**src/rtl/maxpool_stage.sv**
```systemverilog
// Streaming 2x2 max-pool with threshold activation. Consumes raster-order
// feature values and emits one pooled value per window with valid/ready.
module maxpool_stage #(
    parameter int         IMG_W  = 8,
    parameter int         IMG_H  = 8,
    parameter logic [7:0] THRESH = 8'd0
) (
    input  logic       clk,
    input  logic       rst,
    input  logic       in_valid,
    output logic       in_ready,
    input  logic [7:0] in_data,
    input  logic       in_sof,
    output logic       out_valid,
    input  logic       out_ready,
    output logic [7:0] out_data,
    output logic       out_eol,
    output logic       out_eof
);

    localparam int CW  = $clog2(IMG_W);
    localparam int RW  = $clog2(IMG_H);
    localparam int LBW = (IMG_W > 2) ? $clog2(IMG_W / 2) : 1;

    logic [CW-1:0]  r_col;
    logic [RW-1:0]  r_row;
    logic [7:0]     r_hold;
    logic [7:0]     r_linebuf [IMG_W/2];

    logic           w_accept;
    logic [CW-1:0]  w_col;
    logic [RW-1:0]  w_row;
    logic [LBW-1:0] w_lbIdx;
    logic           w_lastCol;
    logic           w_lastRow;
    logic           w_window;
    logic [7:0]     w_pairMax;
    logic [7:0]     w_winMax;
    logic [8:0]     w_diff;
    logic [7:0]     w_result;

    function automatic logic [7:0] max8(input logic [7:0] a, input logic [7:0] b);
        return (a > b) ? a : b;
    endfunction

    assign in_ready  = !out_valid || out_ready;
    assign w_accept  = in_valid && in_ready;

    // A start-of-frame beat overrides whatever position the counters hold.
    assign w_col     = in_sof ? '0 : r_col;
    assign w_row     = in_sof ? '0 : r_row;
    assign w_lbIdx   = LBW'(w_col >> 1);
    assign w_lastCol = (w_col == CW'(IMG_W - 1));
    assign w_lastRow = (w_row == RW'(IMG_H - 1));
    assign w_window  = w_accept && w_row[0] && w_col[0];

    assign w_pairMax = max8(r_hold, in_data);
    assign w_winMax  = max8(w_pairMax, r_linebuf[w_lbIdx]);
    // Borrow out of the 9-bit subtraction means the pooled value is below threshold.
    assign w_diff    = {1'b0, w_winMax} - {1'b0, THRESH};
    assign w_result  = w_diff[8] ? 8'd0 : w_winMax;

    always_ff @(posedge clk or posedge rst) begin
        if (rst) begin
            r_col     <= '0;
            r_row     <= '0;
            r_hold    <= '0;
            out_valid <= 1'b0;
            out_data  <= '0;
            out_eol   <= 1'b0;
            out_eof   <= 1'b0;
        end else begin
            if (w_accept) begin
                if (!w_col[0]) begin
                    r_hold <= in_data;
                end
                if (w_lastCol) begin
                    r_col <= '0;
                    r_row <= w_lastRow ? '0 : w_row + RW'(1);
                end else begin
                    r_col <= w_col + CW'(1);
                    r_row <= w_row;
                end
            end
            if (w_window) begin
                out_valid <= 1'b1;
                out_data  <= w_result;
                out_eol   <= w_lastCol;
                out_eof   <= w_lastCol && w_lastRow;
            end else if (out_ready) begin
                out_valid <= 1'b0;
            end
        end
    end

    // The line buffer carries top-row pair maxima and needs no reset.
    always_ff @(posedge clk) begin
        if (w_accept && !w_row[0] && w_col[0]) begin
            r_linebuf[w_lbIdx] <= w_pairMax;
        end
    end

endmodule

```
**config.mk**
```make
export PLATFORM = sky130hd
export DESIGN_NAME = maxpool_stage
export DESIGN_NICKNAME = d
export VERILOG_FILES = /design/src/rtl/maxpool_stage.sv
export SDC_FILE = /design/constraint.sdc
export NUM_CORES = 1
export LEC_CHECK = 0
export ABC_CLOCK_PERIOD_IN_PS = 3900
export BUFFER_PORTS_ARGS = -buffer_cell sky130_fd_sc_hd__buf_4
export CAP_MARGIN = 25
export CORE_AREA = 2 2 79 81
export DETAILED_ROUTE_END_ITERATION = 10
export DIE_AREA = 0 0 81 83
export GPL_ROUTABILITY_DRIVEN = 1
export PLACE_DENSITY = 0.7
export SYNTH_ARGS = -nofsm -noshare
export SYNTH_HDL_FRONTEND = slang
export SYNTH_SLANG_ARGS = --single-unit
```
**constraint.sdc**
```tcl
create_clock -name clk -period 3.9 [get_ports clk]
set_input_delay 0.195 -clock clk [delete_from_list [all_inputs] [get_ports clk]]
set_output_delay 0.195 -clock clk [all_outputs]
set_load 0.01 [all_outputs]
```
Word level (Yosys, flattened, before mapping)
Memory sizes are Yosys's and may differ from the RTL's.
Cells that the tools add are included.
{ "totals": {"regBits": 25, "mem_bits_rw": 32, "in_bits": 13, "out_inout_bits": 12, "word_cells": 37, "mem_count": 1} }
{ "classes": {"addsub": 2, "n_lt_le_gt_ge": 2, "eq_ne": 2, "n_mux": 11, "n_bitwise": 1, "reduce_logical": 11} }
{ "memory_table": {"columns": ["memory", "depth", "word_bits", "rd", "rd_ports_with_merged_regs", "wr", "line", "source"], "rows": [
  ["r_linebuf", 4, 8, 1, 0, 1, "28", "logic [7:0] r_linebuf [IMG_W/2];"]
]} }
{ "op_table": {"columns": ["cell", "n"], "rows": [
  ["$gt 8x8->1", 2],
  ["$mux 8", 2],
  ["$mux 3", 5],
  ["$add 3x1->3 const B", 2],
  ["$eq 3x3->1 const B", 2],
  ["$logic_and 1x1->1", 6],
  ["$mux 1", 4],
  ["$logic_not 1->1", 2],
  ["$reduce_and 2->1", 1],
  ["$reduce_bool 2->1", 1],
  ["$logic_or 1x1->1", 1],
  ["$not 1->1", 1]
]} }

Depth between registers and ports, before layout
Gate-level depths: netlist of run 1.
{ "logic_depth": {"ltp_word": 7, "depth_mapped": 19, "mapped_depth_nobuf": 15} }

Worst setup path before layout of run 1
Ideal clock, no wire load.
{ "synth_timing": {"kind": "reg2reg", "startpoint": "register r_hold[1]", "endpoint": "register out_data[0]", "setup_ns": 0.121, "arrival_time_ns": 3.433, "required_time_ns": 3.779, "path_slack_ns": 0.346, "path_stages_with_launch": 18, "path_buffers": 4, "synth_period_minus_slack_ns": 3.554, "cell_sequence": "dfrtp_1 > ha_1 > nor2b_1 > o211ai_1 > a211o_1 > buf_6 > and2_4 > buf_6 > buf_6 > o21ai_0 > ha_1 > and3_1 > a221oi_1 > o211ai_1 > and2_1 > buf_4 > o21a_1 > a22o_1"} }
{ "synth_via": {"elab_chain_cells": 4} }
{ "synth_rtl": {"columns": ["item", "line", "source"], "rows": [
  ["start: declaration", "27", "logic [7:0] r_hold;"],
  ["start signal: assignment", "75", "r_hold <= in_data;"],
  ["$gt 8x8->1", "43", "return (a > b) ? a : b;"],
  ["$mux 8", "43", null],
  ["via w_pairMax[3]", "37", "logic [7:0] w_pairMax;"],
  ["$gt 8x8->1", "43", null],
  ["$mux 8", "43", null],
  ["end signal: assignment", "87", "out_data <= w_result;"],
  ["end: declaration", "16", "output logic [7:0] out_data,"]
]} }
The timed path passes the listed nets, and every way through them passes these cells.
A chain may end at the register's enable or synchronous reset.

Worst setup path in the final report of run 1
{ "layout_timing": {"startpoint": "register r_hold[7]", "endpoint": "register out_data[0]"} }
Same word-level chain as after synthesis.

==> impl_metrics.csv, run 1 <==
group,metric,value,unit
logic_synthesis,synth-xor-area-share,0,
sta,max_freq,281,MHz
floorplanning,dieWidth,81,um
floorplanning,rows,28,
global_route,global_route.usage.met3,0.0478,
floorplanning,initial_core_util,0.515,
critical_path,crit_path_frequent_cell,"sky130_fd_sc_hd__ha_1",
final_layout,fillerInstances,499,
logic_synthesis,ys_seq_area_frac,0.530,
floorplanning,coreArea,5820,um^2
sta,setup_viol,0,
logic_synthesis,yosys-mux-area-fraction,0.0347,
global_route,grtUsageTotal,0.204,
drt,wl_per_cell,16.3,um
pwr,pwr-share-seq,0.401,
min_path,worstHoldPathType,"primary input to register",
clock_tree,cts_buffer_depth,2,
logic_synthesis,yosys.area_share.adder,0.0835,
sta,max_slew_margin,0.413,
placement,place.detailed.hpwl,4.45,mm
critical_path,critical_path_required,4.12,ns
clock_tree,post-cts-setup-buffers,0,
final_layout,layout.cells.non_filler,381,
placement,dp_cells,363,
placement,placement.io_buffers,24,
logic_synthesis,postSynthAreaPerCell,11.1,um^2
logic_synthesis,yosysWarningCount,0,
final_layout,antenna_cells,0,
drt,via_count,2126,
global_route,vias_in_the_first_global_route,2121,
drt,route.antenna.remaining_nets,0,
flow_run,cap_viol_max_count,0,
pwr,irDropWorstVdd,0.000388,V
floorplanning,boundaryPins,25,
pwr,p_sw_frac,0.291,
critical_path,crit_family,"compound AO/OA/AOI/OAI gates",
critical_path,critical_path_class,"register to register",
logic_synthesis,synthSimpleGateAreaFrac,0.113,
outcome,run_status,"finished clean",
clock_tree,numCtsBuffers,9,
critical_path,cpPeakStageDelay,0.41,ns
placement,placed_cell_area,3230,um^2
logic_synthesis,share_of_the_synthesized_area_in_compound_gates_ao_oa_aoi_oai,0.184,
critical_path,crit_path_end_kind,"register",
sta,worst_clock_skew,0.00524,ns
drt,drt-initial-drc-count,88,
sta,report.final.slew_viol_count,0,
logic_synthesis,syn-cell-area,3000,um^2
critical_path,critical_path.startpoint_type,"register",
pwr,clkPwrFrac,0.331,
sta,totalNegativeSetupSlack,0,ns
global_route,groute.layer.met2.usage,0.325,
final_layout,postLayoutCellArea,3500,um^2
critical_path,worstPathMaxFanout,16,
pwr,total_leakage_power,1.54,nW
drt,detailedRoute.firstPassIterationCount,4,
critical_path,worstPathBufferInverterCount,0,
logic_synthesis,gate_count_post_synth,271,
critical_path,critical_path_arrival,3.78,ns
final_layout,nNetsFinal,334,
placement,gp_routability_congestion,0.835,
floorplanning,die_area,6720,um^2
drt,detail_route.drc_violations,0,
logic_synthesis,synth.lib_cells_used.distinct,40,
global_route,remaining_global_route_overflow,0,
clock_tree,tritoncts,"done",
logic_synthesis,synth_enable_flop_cells,32,
clock_tree,clk-insertion-delay-late,0.33,ns
clock_tree,htree_num_levels,3,
global_route,largest_net_degree_at_the_start_of_global_routing,26,
critical_path,timing.critical_path.slowest_stage_cell,"sky130_fd_sc_hd__dfrtp_1",
sta,finalCritPeriodShare,0.912,
sta,final-hold-violation-count,0,
critical_path,timing.critical_path.cells,"ha_1, nand4_2, a211o_1, and2_4, o21ai_1, ha_1, and3_1, a221oi_1, o211ai_1, and2_1, o21a_1, a22o_1",
global_route,busiest_layer,"met2",
floorplanning,chipHeight,83,um
logic_synthesis,synthArstFlopShare,0.439,
pwr,p_sw,0.567,mW
final_layout,area.growth.synth_to_final,17.0,%
clock_tree,clock_sinks,57,
global_route,grt_util_met1,0.269,
pwr,post_layout_power,1.95,mW
logic_synthesis,dominantRegCellSynth,"sky130_fd_sc_hd__edfxtp_1",
global_route,global_route_wire_length_before_repair,10.3,mm
logic_synthesis,ys_ff_latch,57,
clock_tree,worst_setup_hold_path_clk_slew,0.07,ns
logic_synthesis,synth_nets,304,
pwr,power.combinational.fraction,0.267,
pwr,internal-power,1.38,mW
sta,worst-slew-pin-transition,0.875,ns
sta,post-route-min-period,3.56,ns
clock_tree,cts_root_buffer,"sky130_fd_sc_hd__clkbuf_8",
final_layout,drive_gt1_frac,0.186,
sta,rsz_0062_raised_after_global_routing,"no",
drt,totalWireLength,6.22,mm
pwr,p_per_area,556,nW/um^2
global_route,grt_antenna_before_repair,0,
drt,via_count_normalized_by_instance_count,5.58,
logic_synthesis,synth_top_family_by_area,"compound AO/OA/AOI/OAI gates",
sequential cells by signal, summed over array words and instances, names as in the netlist:
name,cells
r_linebuf,32
out_data,8
r_hold,8
r_col,3
r_row,3
out_eof,1
out_eol,1
out_valid,1
power groups by stage:
stage          clock [mW]  sequential, mW  combinational (mW)
6_report            0.645           0.782               0.521
3_3_place_gp            0           0.791               0.505
5_1_grt             0.682           0.791               0.581
2_1_floorplan           0           0.796               0.338
4_1_cts             0.656           0.783               0.517
3_5_place_dp            0           0.794               0.514
layer usage:
layer	routed length, um	part of all wire
met1	2880	0.46
met2	3090	0.50
met3	159	0.026
met4	86	0.014
met5	0	0
worst paths after layout:
path                                       startpoint                 endpoint  slack [ns]  depth (start not counted)
worst max-delay path            r_hold[7]$_DFFE_PP0P_  out_data[0]$_DFFE_PP0P_        0.34                         12
worst min-delay path                       in_data[0]    r_hold[0]$_DFFE_PP0P_        0.13                          2
worst max register to register  r_hold[7]$_DFFE_PP0P_  out_data[0]$_DFFE_PP0P_        0.34                         12
max in group asynchronous                         rst  out_data[5]$_DFFE_PP0P_        3.11                          4
min in group asynchronous                         rst     r_row[0]$_DFFE_PP0P_        0.39                          3
worst min register to register    out_eof$_DFFE_PP0P_      out_eof$_DFFE_PP0P_        0.48                          2
cells in the mapped netlist (all sizes together) (2+ instances only):
cell / number / share of area
a22o: 7 / 0.020
o211ai: 10 / 0.028
edfxtp: 32 / 0.32
and2: 4 / 0.0092
nor2b: 13 / 0.027
nor2: 6 / 0.0075
o21ai: 28 / 0.049
mux2i: 7 / 0.023
buf: 9 / 0.023
ha: 20 / 0.084
mux2: 3 / 0.011
clkbuf: 5 / 0.0063
o22a: 7 / 0.020
inv: 21 / 0.026
and3: 3 / 0.0063
nand4: 3 / 0.0084
nand2b: 2 / 0.0042
nand3: 10 / 0.017
a21o: 3 / 0.0075
dfrtp: 25 / 0.21
nand2: 22 / 0.028
a32o: 2 / 0.0067
a21oi: 19 / 0.032
kinds of logic after synthesis:
| logic type | Yosys count |
|---|---|
| AO/OA/AOI/OAI | 83 |
| AND/OR/NAND/NOR | 66 |
| flip-flops | 57 |
| buffers and inverters | 35 |
| adder cells (fa/ha/maj) | 20 |
| multiplexers | 10 |
layout by cell type (no fill, tap or decap), types with 3 or more instances in the layout:
cell	n
sky130_fd_sc_hd__a21o_1	3
sky130_fd_sc_hd__nand2_1	22
sky130_fd_sc_hd__a22o_1	7
sky130_fd_sc_hd__inv_1	21
sky130_fd_sc_hd__ha_1	20
sky130_fd_sc_hd__o211ai_1	8
sky130_fd_sc_hd__nor2_1	6
sky130_fd_sc_hd__edfxtp_1	32
sky130_fd_sc_hd__clkinv_2	3
sky130_fd_sc_hd__and3_1	3
sky130_fd_sc_hd__o21ai_1	7
sky130_fd_sc_hd__clkbuf_8	9
sky130_fd_sc_hd__nor2b_1	13
sky130_fd_sc_hd__nand3_1	10
sky130_fd_sc_hd__and2_1	3
sky130_fd_sc_hd__mux2i_1	7
sky130_fd_sc_hd__a21oi_1	19
sky130_fd_sc_hd__dfrtp_1	25
sky130_fd_sc_hd__o21ai_0	19
sky130_fd_sc_hd__buf_4	31
sky130_fd_sc_hd__o22a_1	7
sky130_fd_sc_hd__bufinv_16	3
sky130_fd_sc_hd__mux2_2	3
timing repair:
item,CTS,global route
gates resized for setup,0,2
hold buffers,0,1
setup endpoints to repair,0,8
hold endpoints to repair,0,5
cell type report:
| class | count | area [um^2] | share of cell area |
|---|---|---|---|
| Clock buffer | 9 | 124 | 0.0353 |
| Clock inverter | 7 | 109 | 0.0311 |
| Inverter | 21 | 78.8 | 0.0225 |
| Multi-Input combinational cell | 179 | 1240 | 0.355 |
| Sequential cell | 57 | 1590 | 0.453 |
| Tap cell | 75 | 93.8 | 0.0268 |
| Timing Repair Buffer | 33 | 270 | 0.0771 |
per-stage QoR:
step                hold WS, ns  setup slack [ns]  utilization
floorplan                 0.222             0.346            -
global placement          0.462             0.425        0.556
detailed placement        0.468             0.202        0.556
CTS                       0.105             0.190        0.596
global route              0.129            0.0564        0.603
finish                    0.134             0.343        0.603
Note: power is estimated with default switching activity, not from simulation.
==> run 2: changes to the inputs <==
--- a/config.mk
+++ b/config.mk
@@ -5,14 +5,16 @@
 export SDC_FILE = /design/constraint.sdc
 export NUM_CORES = 1
 export LEC_CHECK = 0
+export ABC_AREA = 1
 export ABC_CLOCK_PERIOD_IN_PS = 3900
 export BUFFER_PORTS_ARGS = -buffer_cell sky130_fd_sc_hd__buf_4
 export CAP_MARGIN = 25
-export CORE_AREA = 2 2 79 81
+export CORE_AREA = 2 2 78 80
 export DETAILED_ROUTE_END_ITERATION = 10
-export DIE_AREA = 0 0 81 83
+export DIE_AREA = 0 0 80 82
 export GPL_ROUTABILITY_DRIVEN = 1
 export PLACE_DENSITY = 0.7
+export REMOVE_ABC_BUFFERS = 1
 export SYNTH_ARGS = -nofsm -noshare
 export SYNTH_HDL_FRONTEND = slang
 export SYNTH_SLANG_ARGS = --single-unit
==> run 2 against run 1 <==
Clock-buffer cell count rose by 1; utilization grew 0.67 points; cell area decreased by 0.11%; setup slack improved by 0.42 ns; non-clock buffer count shrank 3; hold slack got worse by 0.018 ns; via count up 4.8%; cell count rose by 15%; power rose by 7.0%; largest cell class unchanged.
==> impl_metrics.csv, run 2 <==
group,metric,value,unit
outcome,run_status,"finished clean",
placement,placement.io_buffers,24,
logic_synthesis,ys_ff_latch,57,
critical_path,r2r-end,"out_data[0]$_DFFE_PP0P_",
sta,finalCritPeriodShare,0.804,
final_layout,layout.cells.non_filler,438,
min_path,worstHoldPathType,"primary input to register",
drt,wl_per_cell,13.8,um
sta,worst_clock_skew,0.0139,ns
logic_synthesis,dominantRegCellSynth,"sky130_fd_sc_hd__edfxtp_1",
floorplanning,dieWidth,80,um
critical_path,critical_path_required,4.14,ns
logic_synthesis,synth_top_cells_by_area,"sky130_fd_sc_hd__edfxtp_1, sky130_fd_sc_hd__dfrtp_1, sky130_fd_sc_hd__nand2_1, sky130_fd_sc_hd__ha_1, sky130_fd_sc_hd__nand3_1",
final_layout,top_register,"r_linebuf",
sta,hold_slack,0.116,ns
global_route,global_route_wire_length_before_repair,10.3,mm
logic_synthesis,postSynthAreaPerCell,9.04,um^2
placement,gp_routability_congestion,0.828,
critical_path,critical_path_arrival,3.37,ns
sta,setup_viol,0,
logic_synthesis,synth_enable_flop_cells,32,
sta,post-route-min-period,3.13,ns
floorplanning,boundaryPins,25,
pwr,total_leakage_power,1.73,nW
placement,placed_cell_area,3180,um^2
placement,dp_cells,420,
logic_synthesis,netlist.area_leader.share,0.329,
sta,totalNegativeSetupSlack,0,ns
critical_path,critical_path_class,"register to register",
min_path,worst_hold_path.num_cells,3,
final_layout,most-common-layout-cells,"sky130_fd_sc_hd__nand2_1, sky130_fd_sc_hd__inv_1, sky130_fd_sc_hd__edfxtp_1",
final_layout,area.growth.synth_to_final,19.9,%
pwr,irDropWorstVdd,0.000388,V
drt,drt-initial-drc-count,136,
sta,worst-slew-pin-transition,0.983,ns
logic_synthesis,library_cell_with_the_highest_instance_count_after_synthesis,"sky130_fd_sc_hd__nand2_1",
sta,final-hold-violation-count,0,
pwr,post_layout_power,2.08,mW
placement,place.detailed.hpwl,4.30,mm
final_layout,fillerInstances,500,
sta,report.final.slew_viol_count,0,
pwr,p_per_area,595,nW/um^2
global_route,grt_antenna_before_repair,0,
final_layout,largest_register_ffs,32,
critical_path,worstPathMaxFanout,9,
drt,detail_route.drc_violations,0,
clock_tree,tritoncts,"done",
final_layout,reg.largest.list,"r_linebuf: 32 flops, out_data: 8 flops, r_hold: 8 flops",
placement,dpl_worst_slack,0.793,ns
final_layout,antenna_cells,0,
critical_path,worst_setup_path_startpoint,"r_hold[7]$_DFFE_PP0P_",
final_layout,postLayoutCellArea,3500,um^2
clock_tree,cts.repair.resized,0,
logic_synthesis,synthArstFlopShare,0.439,
drt,detailedRoute.firstPassIterationCount,4,
final_layout,mostFrequentLayoutCell,"sky130_fd_sc_hd__nand2_1",
logic_synthesis,synth.top_cells.by_count,"sky130_fd_sc_hd__nand2_1, sky130_fd_sc_hd__edfxtp_1, sky130_fd_sc_hd__inv_1",
logic_synthesis,gate_count_post_synth,323,
critical_path,crit_end,"out_data[0]$_DFFE_PP0P_",
global_route,remaining_global_route_overflow,0,
critical_path,r2r-start,"r_hold[7]$_DFFE_PP0P_",
drt,via_count,2228,
clock_tree,clk-insertion-delay-late,0.34,ns
sta,rsz_0062_raised_after_global_routing,"no",
critical_path,crit_path_end_kind,"register",
logic_synthesis,synth_area_leader_cell,"sky130_fd_sc_hd__edfxtp_1",
global_route,largest_net_degree_at_the_start_of_global_routing,26,
clock_tree,htree_num_levels,3,
flow_run,cap_viol_max_count,0,
drt,via_count_normalized_by_instance_count,5.09,
critical_path,critical_path.startpoint_type,"register",
clock_tree,cts_root_buffer,"sky130_fd_sc_hd__clkbuf_8",
floorplanning,coreArea,5750,um^2
clock_tree,numCtsBuffers,9,
final_layout,drive_gt1_frac,0.149,
floorplanning,initial_core_util,0.508,
drt,route.antenna.remaining_nets,0,
global_route,grtUsageTotal,0.213,
floorplanning,rows,28,
floorplanning,die_area,6560,um^2
logic_synthesis,ys_seq_area_frac,0.543,
final_layout,nNetsFinal,391,
critical_path,rrSetupSlack,0.77,ns
sta,max_slew_margin,0.340,
final_layout,final_cell_utilization_of_the_core,0.609,
logic_synthesis,yosysWarningCount,0,
logic_synthesis,syn-cell-area,2920,um^2
clock_tree,worst_setup_hold_path_clk_slew,0.08,ns
global_route,vias_in_the_first_global_route,2110,
clock_tree,cts_buffer_depth,2,
sta,timing.final.ws_setup,0.766,ns
floorplanning,chipHeight,82,um
drt,totalWireLength,6.06,mm
clock_tree,clock_sinks,57,
sta,max_freq,319,MHz
logic_synthesis,synth.lib_cells_used.distinct,25,
critical_path,timing.reg2reg.worst_path_depth,21,
-- run 2: layout make-up --
| cell class | instances | area, um^2 | area share |
|---|---|---|---|
| clock buffer | 10 | 128 | 0.0365 |
| sequential | 57 | 1590 | 0.453 |
| tap | 75 | 93.8 | 0.0268 |
| clock inverter | 6 | 154 | 0.0440 |
| timing repair buffer | 30 | 248 | 0.0708 |
| inverter | 34 | 128 | 0.0365 |
| multi-input combinational | 226 | 1160 | 0.332 |
-- run 2: timing repair --
item / in CTS / in global routing
buffers inserted: 0 / 0
hold buffers: 0 / 1
endpoints found under the hold margin: 0 / 2
-- run 2: cells by family (layout without fill, tap and decap cells) --
| logic type | Yosys count | in the layout | synth area share |
|---|---|---|---|
| and+or+nand+nor | 172 | 172 | 0.249 |
| DFF | 57 | 57 | 0.543 |
| AOI/OAI and AO/OA | 34 | 34 | 0.0634 |
| adders and majority gates | 20 | 20 | 0.0857 |
| buffers and inverters | 40 | 80 | 0.0583 |
-- run 2: worst min path at each step --
stage / slack, ns / start / to
after floorplan: 0.22 / rst / out_data[0]$_DFFE_PP0P_
after detailed placement: 0.47 / rst / out_eol$_DFFE_PP0P_
after global placement: 0.46 / rst / out_valid$_DFFE_PP0P_
after CTS: 0.1 / rst / r_hold[0]$_DFFE_PP0P_
final: 0.12 / in_data[0] / r_hold[0]$_DFFE_PP0P_
after global routing: 0.12 / in_data[0] / r_hold[0]$_DFFE_PP0P_
-- run 2: critical path: stages (launching register included) --
cell and delay, ns:
sky130_fd_sc_hd__dfrtp_1 0.40, sky130_fd_sc_hd__ha_1 0.31, sky130_fd_sc_hd__nand2_1 0.07, sky130_fd_sc_hd__nor2_1 0.19
sky130_fd_sc_hd__nand4_2 0.23, sky130_fd_sc_hd__nand2_1 0.28, sky130_fd_sc_hd__nand2_1 0.12, sky130_fd_sc_hd__nand2_1 0.19
sky130_fd_sc_hd__inv_1 0.07, sky130_fd_sc_hd__ha_1 0.20, sky130_fd_sc_hd__inv_1 0.05, sky130_fd_sc_hd__nand2_1 0.04
sky130_fd_sc_hd__nand2_1 0.05, sky130_fd_sc_hd__nand2_1 0.05, sky130_fd_sc_hd__nand2_1 0.05, sky130_fd_sc_hd__nand2_1 0.04
sky130_fd_sc_hd__nand2_1 0.05, sky130_fd_sc_hd__nand2_1 0.16, sky130_fd_sc_hd__inv_1 0.24, sky130_fd_sc_hd__nand3_1 0.12
sky130_fd_sc_hd__nand2_1 0.09, sky130_fd_sc_hd__nand2_1 0.05
-- run 2: power by group --
| part | internal, mW | total [mW] | switching, mW |
|---|---|---|---|
| logic | 0.196 | 0.505 | 0.309 |
| clock network | 0.552 | 0.794 | 0.242 |
| registers | 0.737 | 0.784 | 0.0478 |
| total | 1.48 | 2.08 | 0.599 |
-- run 2: metal layers --
layer  global-route usage  vias up  share of wire
li1                     -     1137              -
met1                0.290     1022           0.47
met2                0.320       53           0.46
met3               0.0516       16          0.049
met4                0.102        0          0.024
met5                    0        -              0
==> run 3: changes to the inputs <==
--- a/config.mk
+++ b/config.mk
@@ -5,13 +5,13 @@
 export SDC_FILE = /design/constraint.sdc
 export NUM_CORES = 1
 export LEC_CHECK = 0
-export ABC_AREA = 1
-export ABC_CLOCK_PERIOD_IN_PS = 3900
+export ABC_AREA = 0
+export ABC_CLOCK_PERIOD_IN_PS = 3000
 export BUFFER_PORTS_ARGS = -buffer_cell sky130_fd_sc_hd__buf_4
 export CAP_MARGIN = 25
-export CORE_AREA = 2 2 78 80
+export CORE_AREA = 2 2 79 81
 export DETAILED_ROUTE_END_ITERATION = 10
-export DIE_AREA = 0 0 80 82
+export DIE_AREA = 0 0 81 83
 export GPL_ROUTABILITY_DRIVEN = 1
 export PLACE_DENSITY = 0.7
 export REMOVE_ABC_BUFFERS = 1
==> constraint.sdc (replaced) <==
create_clock -name clk -period 3 [get_ports clk]
set_input_delay 0.15 -clock clk [delete_from_list [all_inputs] [get_ports clk]]
set_output_delay 0.15 -clock clk [all_outputs]
set_load 0.01 [all_outputs]
==> run 3 against run 2 <==
The flow now finishes with violations (setup timing); cell area up 16%; power up 37%; critical endpoint is now out_data[7]$_DFFE_PP0P_; cell count decreased by 3.9%; wire length grew 21%; maximum frequency fell by 0.51%; critical path type unchanged; highest routed layer unchanged.
==> impl_metrics.csv, run 3 (same netlist as run 1, synthesis figures left out) <==
group,metric,value,unit
outcome,run_status,"finished with violations",
outcome,failing_checks,"setup timing",
min_path,worst_hold_path.num_cells,2,
drt,totalWireLength,7.32,mm
pwr,pwr-share-seq,0.357,
final_layout,antenna_cells,0,
pwr,total_leakage_power,1.76,nW
global_route,vias_in_the_first_global_route,2303,
final_layout,area.growth.synth_to_final,35.8,%
final_layout,fillerInstances,412,
final_layout,multiInputGateArea,1500,um^2
global_route,grt_antenna_before_repair,0,
final_layout,top_register,"r_linebuf",
global_route,grtUsageTotal,0.211,
placement,placement.io_buffers,24,
global_route,largest_net_degree_at_the_start_of_global_routing,26,
drt,via_count,2362,
flow_run,cap_viol_max_count,0,
placement,dp_cells,394,
final_layout,mostFrequentLayoutCell,"sky130_fd_sc_hd__buf_4",
pwr,p_sw,0.895,mW
floorplanning,dieWidth,81,um
floorplanning,die_area,6720,um^2
clock_tree,tritoncts,"done",
floorplanning,boundaryPins,25,
pwr,p_per_area,702,nW/um^2
critical_path,crit_path_end_kind,"register",
critical_path,critical_path_arrival,3.39,ns
critical_path,timing.reg2reg.worst_path_depth,14,
clock_tree,numCtsBuffers,9,
drt,route.met2.wl,3.87,mm
floorplanning,chipHeight,83,um
sta,final-hold-violation-count,0,
pwr,internal-power,1.96,mW
pwr,irDropWorstVdd,0.000491,V
floorplanning,coreArea,5820,um^2
clock_tree,clock_sinks,57,
clock_tree,clk-insertion-delay-late,0.35,ns
drt,route.antenna.remaining_nets,0,
final_layout,most-common-layout-cells,"sky130_fd_sc_hd__buf_4, sky130_fd_sc_hd__edfxtp_1, sky130_fd_sc_hd__dfrtp_1",
min_path,worstHoldPathType,"primary input to register",
sta,worst-slew-pin-transition,0.952,ns
final_layout,drive_gt1_frac,0.355,
sta,post-route-min-period,3.15,ns
final_layout,layout.cells.non_filler,421,
global_route,global_route_wire_length_before_repair,10.8,mm
drt,drt-initial-drc-count,101,
placement,gp_routability_congestion,0.819,
drt,highest-signal-layer,"met4",
final_layout,reg.largest.list,"r_linebuf: 32 flops, out_data: 8 flops, r_hold: 8 flops",
placement,place.detailed.hpwl,4.58,mm
floorplanning,rows,28,
final_layout,area.sequential,1590,um^2
drt,route.met3.wl,205,um
critical_path,worst_setup_path_startpoint,"r_hold[1]$_DFFE_PP0P_",
final_layout,nNetsFinal,374,
pwr,power.combinational.fraction,0.363,
final_layout,largest_register_ffs,32,
drt,wl_per_cell,17.4,um
critical_path,r2r-start,"r_hold[1]$_DFFE_PP0P_",
sta,timing.final.ws_setup,-0.150,ns
sta,finalCritPeriodShare,1.05,
drt,via_count_normalized_by_instance_count,5.61,
clock_tree,htree_num_levels,3,
min_path,min-delay-start,"in_data[0]",
drt,routedLengthMet1,3.06,mm
sta,worst_clock_skew,0.00906,ns
critical_path,critical_path.startpoint_type,"register",
critical_path,critical_path_required,3.24,ns
critical_path,worstPathMaxFanout,6,
sta,rsz_0062_raised_after_global_routing,"yes",
sta,setup_viol,8,
global_route,remaining_global_route_overflow,0,
critical_path,critical_path_class,"register to register",
floorplanning,initial_core_util,0.515,
clock_tree,worst_setup_hold_path_clk_slew,0.07,ns
sta,report.final.slew_viol_count,0,
sta,totalNegativeSetupSlack,-0.786,ns
sta,max_slew_margin,0.361,
sta,max_freq,317,MHz
drt,detailedRoute.firstPassIterationCount,4,
pwr,p_sw_frac,0.314,
clock_tree,cts_root_buffer,"sky130_fd_sc_hd__clkbuf_8",
drt,detail_route.drc_violations,0,
clock_tree,cts_buffer_depth,2,
pwr,clkPwrFrac,0.280,
-- run 3: cell count changes in the layout (fill, tap and decap cells not counted), sizes merged, moves of 6 or more --
cell	previous run	this run
o22a	0	7
nor2	21	6
inv	34	21
o21ai	14	28
nand3	26	10
mux2i	0	7
nand2	118	22
buf	29	71
o211ai	0	10
a21oi	13	19
a22o	0	7
nor2b	0	13
-- run 3: path summary, 6_finish.rpt --
check	endpoint	slack [ns]
max reg2reg	out_data[7]$_DFFE_PP0P_	-0.15
min in group asynchronous	r_row[2]$_DFFE_PP0P_	0.38
min	r_hold[0]$_DFFE_PP0P_	0.07
max in group asynchronous	out_data[1]$_DFFE_PP0P_	2.14
min reg2reg	r_row[2]$_DFFE_PP0P_	0.49
max	out_data[7]$_DFFE_PP0P_	-0.15
-- run 3: metal layers --
metal,global-route usage,up-vias
met5,0,-
met4,0.109,0
met3,0.0304,15
met2,0.343,62
met1,0.271,1145
li1,-,1140
-- run 3: repair_timing --
item	in CTS	in global routing
hold buffers	0	1
cloned	0	1
setup buffers	5	3
setup endpoints to repair	8	8
resized for setup	23	27
pin swaps	14	12
endpoints found under the hold margin	0	11
-- run 3: power by group through the flow --
stage	logic (mW)	registers [mW]	clock network (mW)
final	1.04	1.02	0.798
after global routing	1.12	1.03	0.829
after CTS	0.859	1.01	0.803
after detailed placement	0.773	1.02	0
after global placement	0.756	1.02	0
after floorplan	0.391	1.05	0
-- run 3: area by class of cell --
cell class                 instances  area share
multi-input combinational        179       0.369
clock buffer                      12      0.0357
clock inverter                     4      0.0166
sequential                        57       0.390
timing repair buffer              73       0.146
inverter                          21      0.0194
tap                               75      0.0231
-- run 3: through the flow --
step                 util  setup slack, ns  power, mW  hold WS, ns  area (um^2)
finish              0.699           -0.150       2.85       0.0658         4070
global route        0.699           -0.310       2.97       0.0658         4070
CTS                 0.651          -0.0668       2.67       0.0592         3790
detailed placement  0.596           -0.212       1.79        0.419         3470
global placement    0.596          -0.0961       1.78        0.410         3470
floorplan               -           -0.321       1.44        0.177         2910
-- run 3: critical path, stage by stage (launching register included) --
cell and delay, ns:
sky130_fd_sc_hd__dfrtp_1 0.41, sky130_fd_sc_hd__ha_4 0.28, sky130_fd_sc_hd__nor2b_1 0.12, sky130_fd_sc_hd__o211ai_1 0.09, sky130_fd_sc_hd__a211o_1 0.36, sky130_fd_sc_hd__and2_4 0.22, sky130_fd_sc_hd__buf_12 0.15, sky130_fd_sc_hd__o21ai_4 0.17
sky130_fd_sc_hd__ha_1 0.19, sky130_fd_sc_hd__nand4_1 0.12, sky130_fd_sc_hd__o211ai_1 0.27, sky130_fd_sc_hd__and2_4 0.21, sky130_fd_sc_hd__buf_6 0.12, sky130_fd_sc_hd__o211ai_1 0.11, sky130_fd_sc_hd__a31o_1 0.24
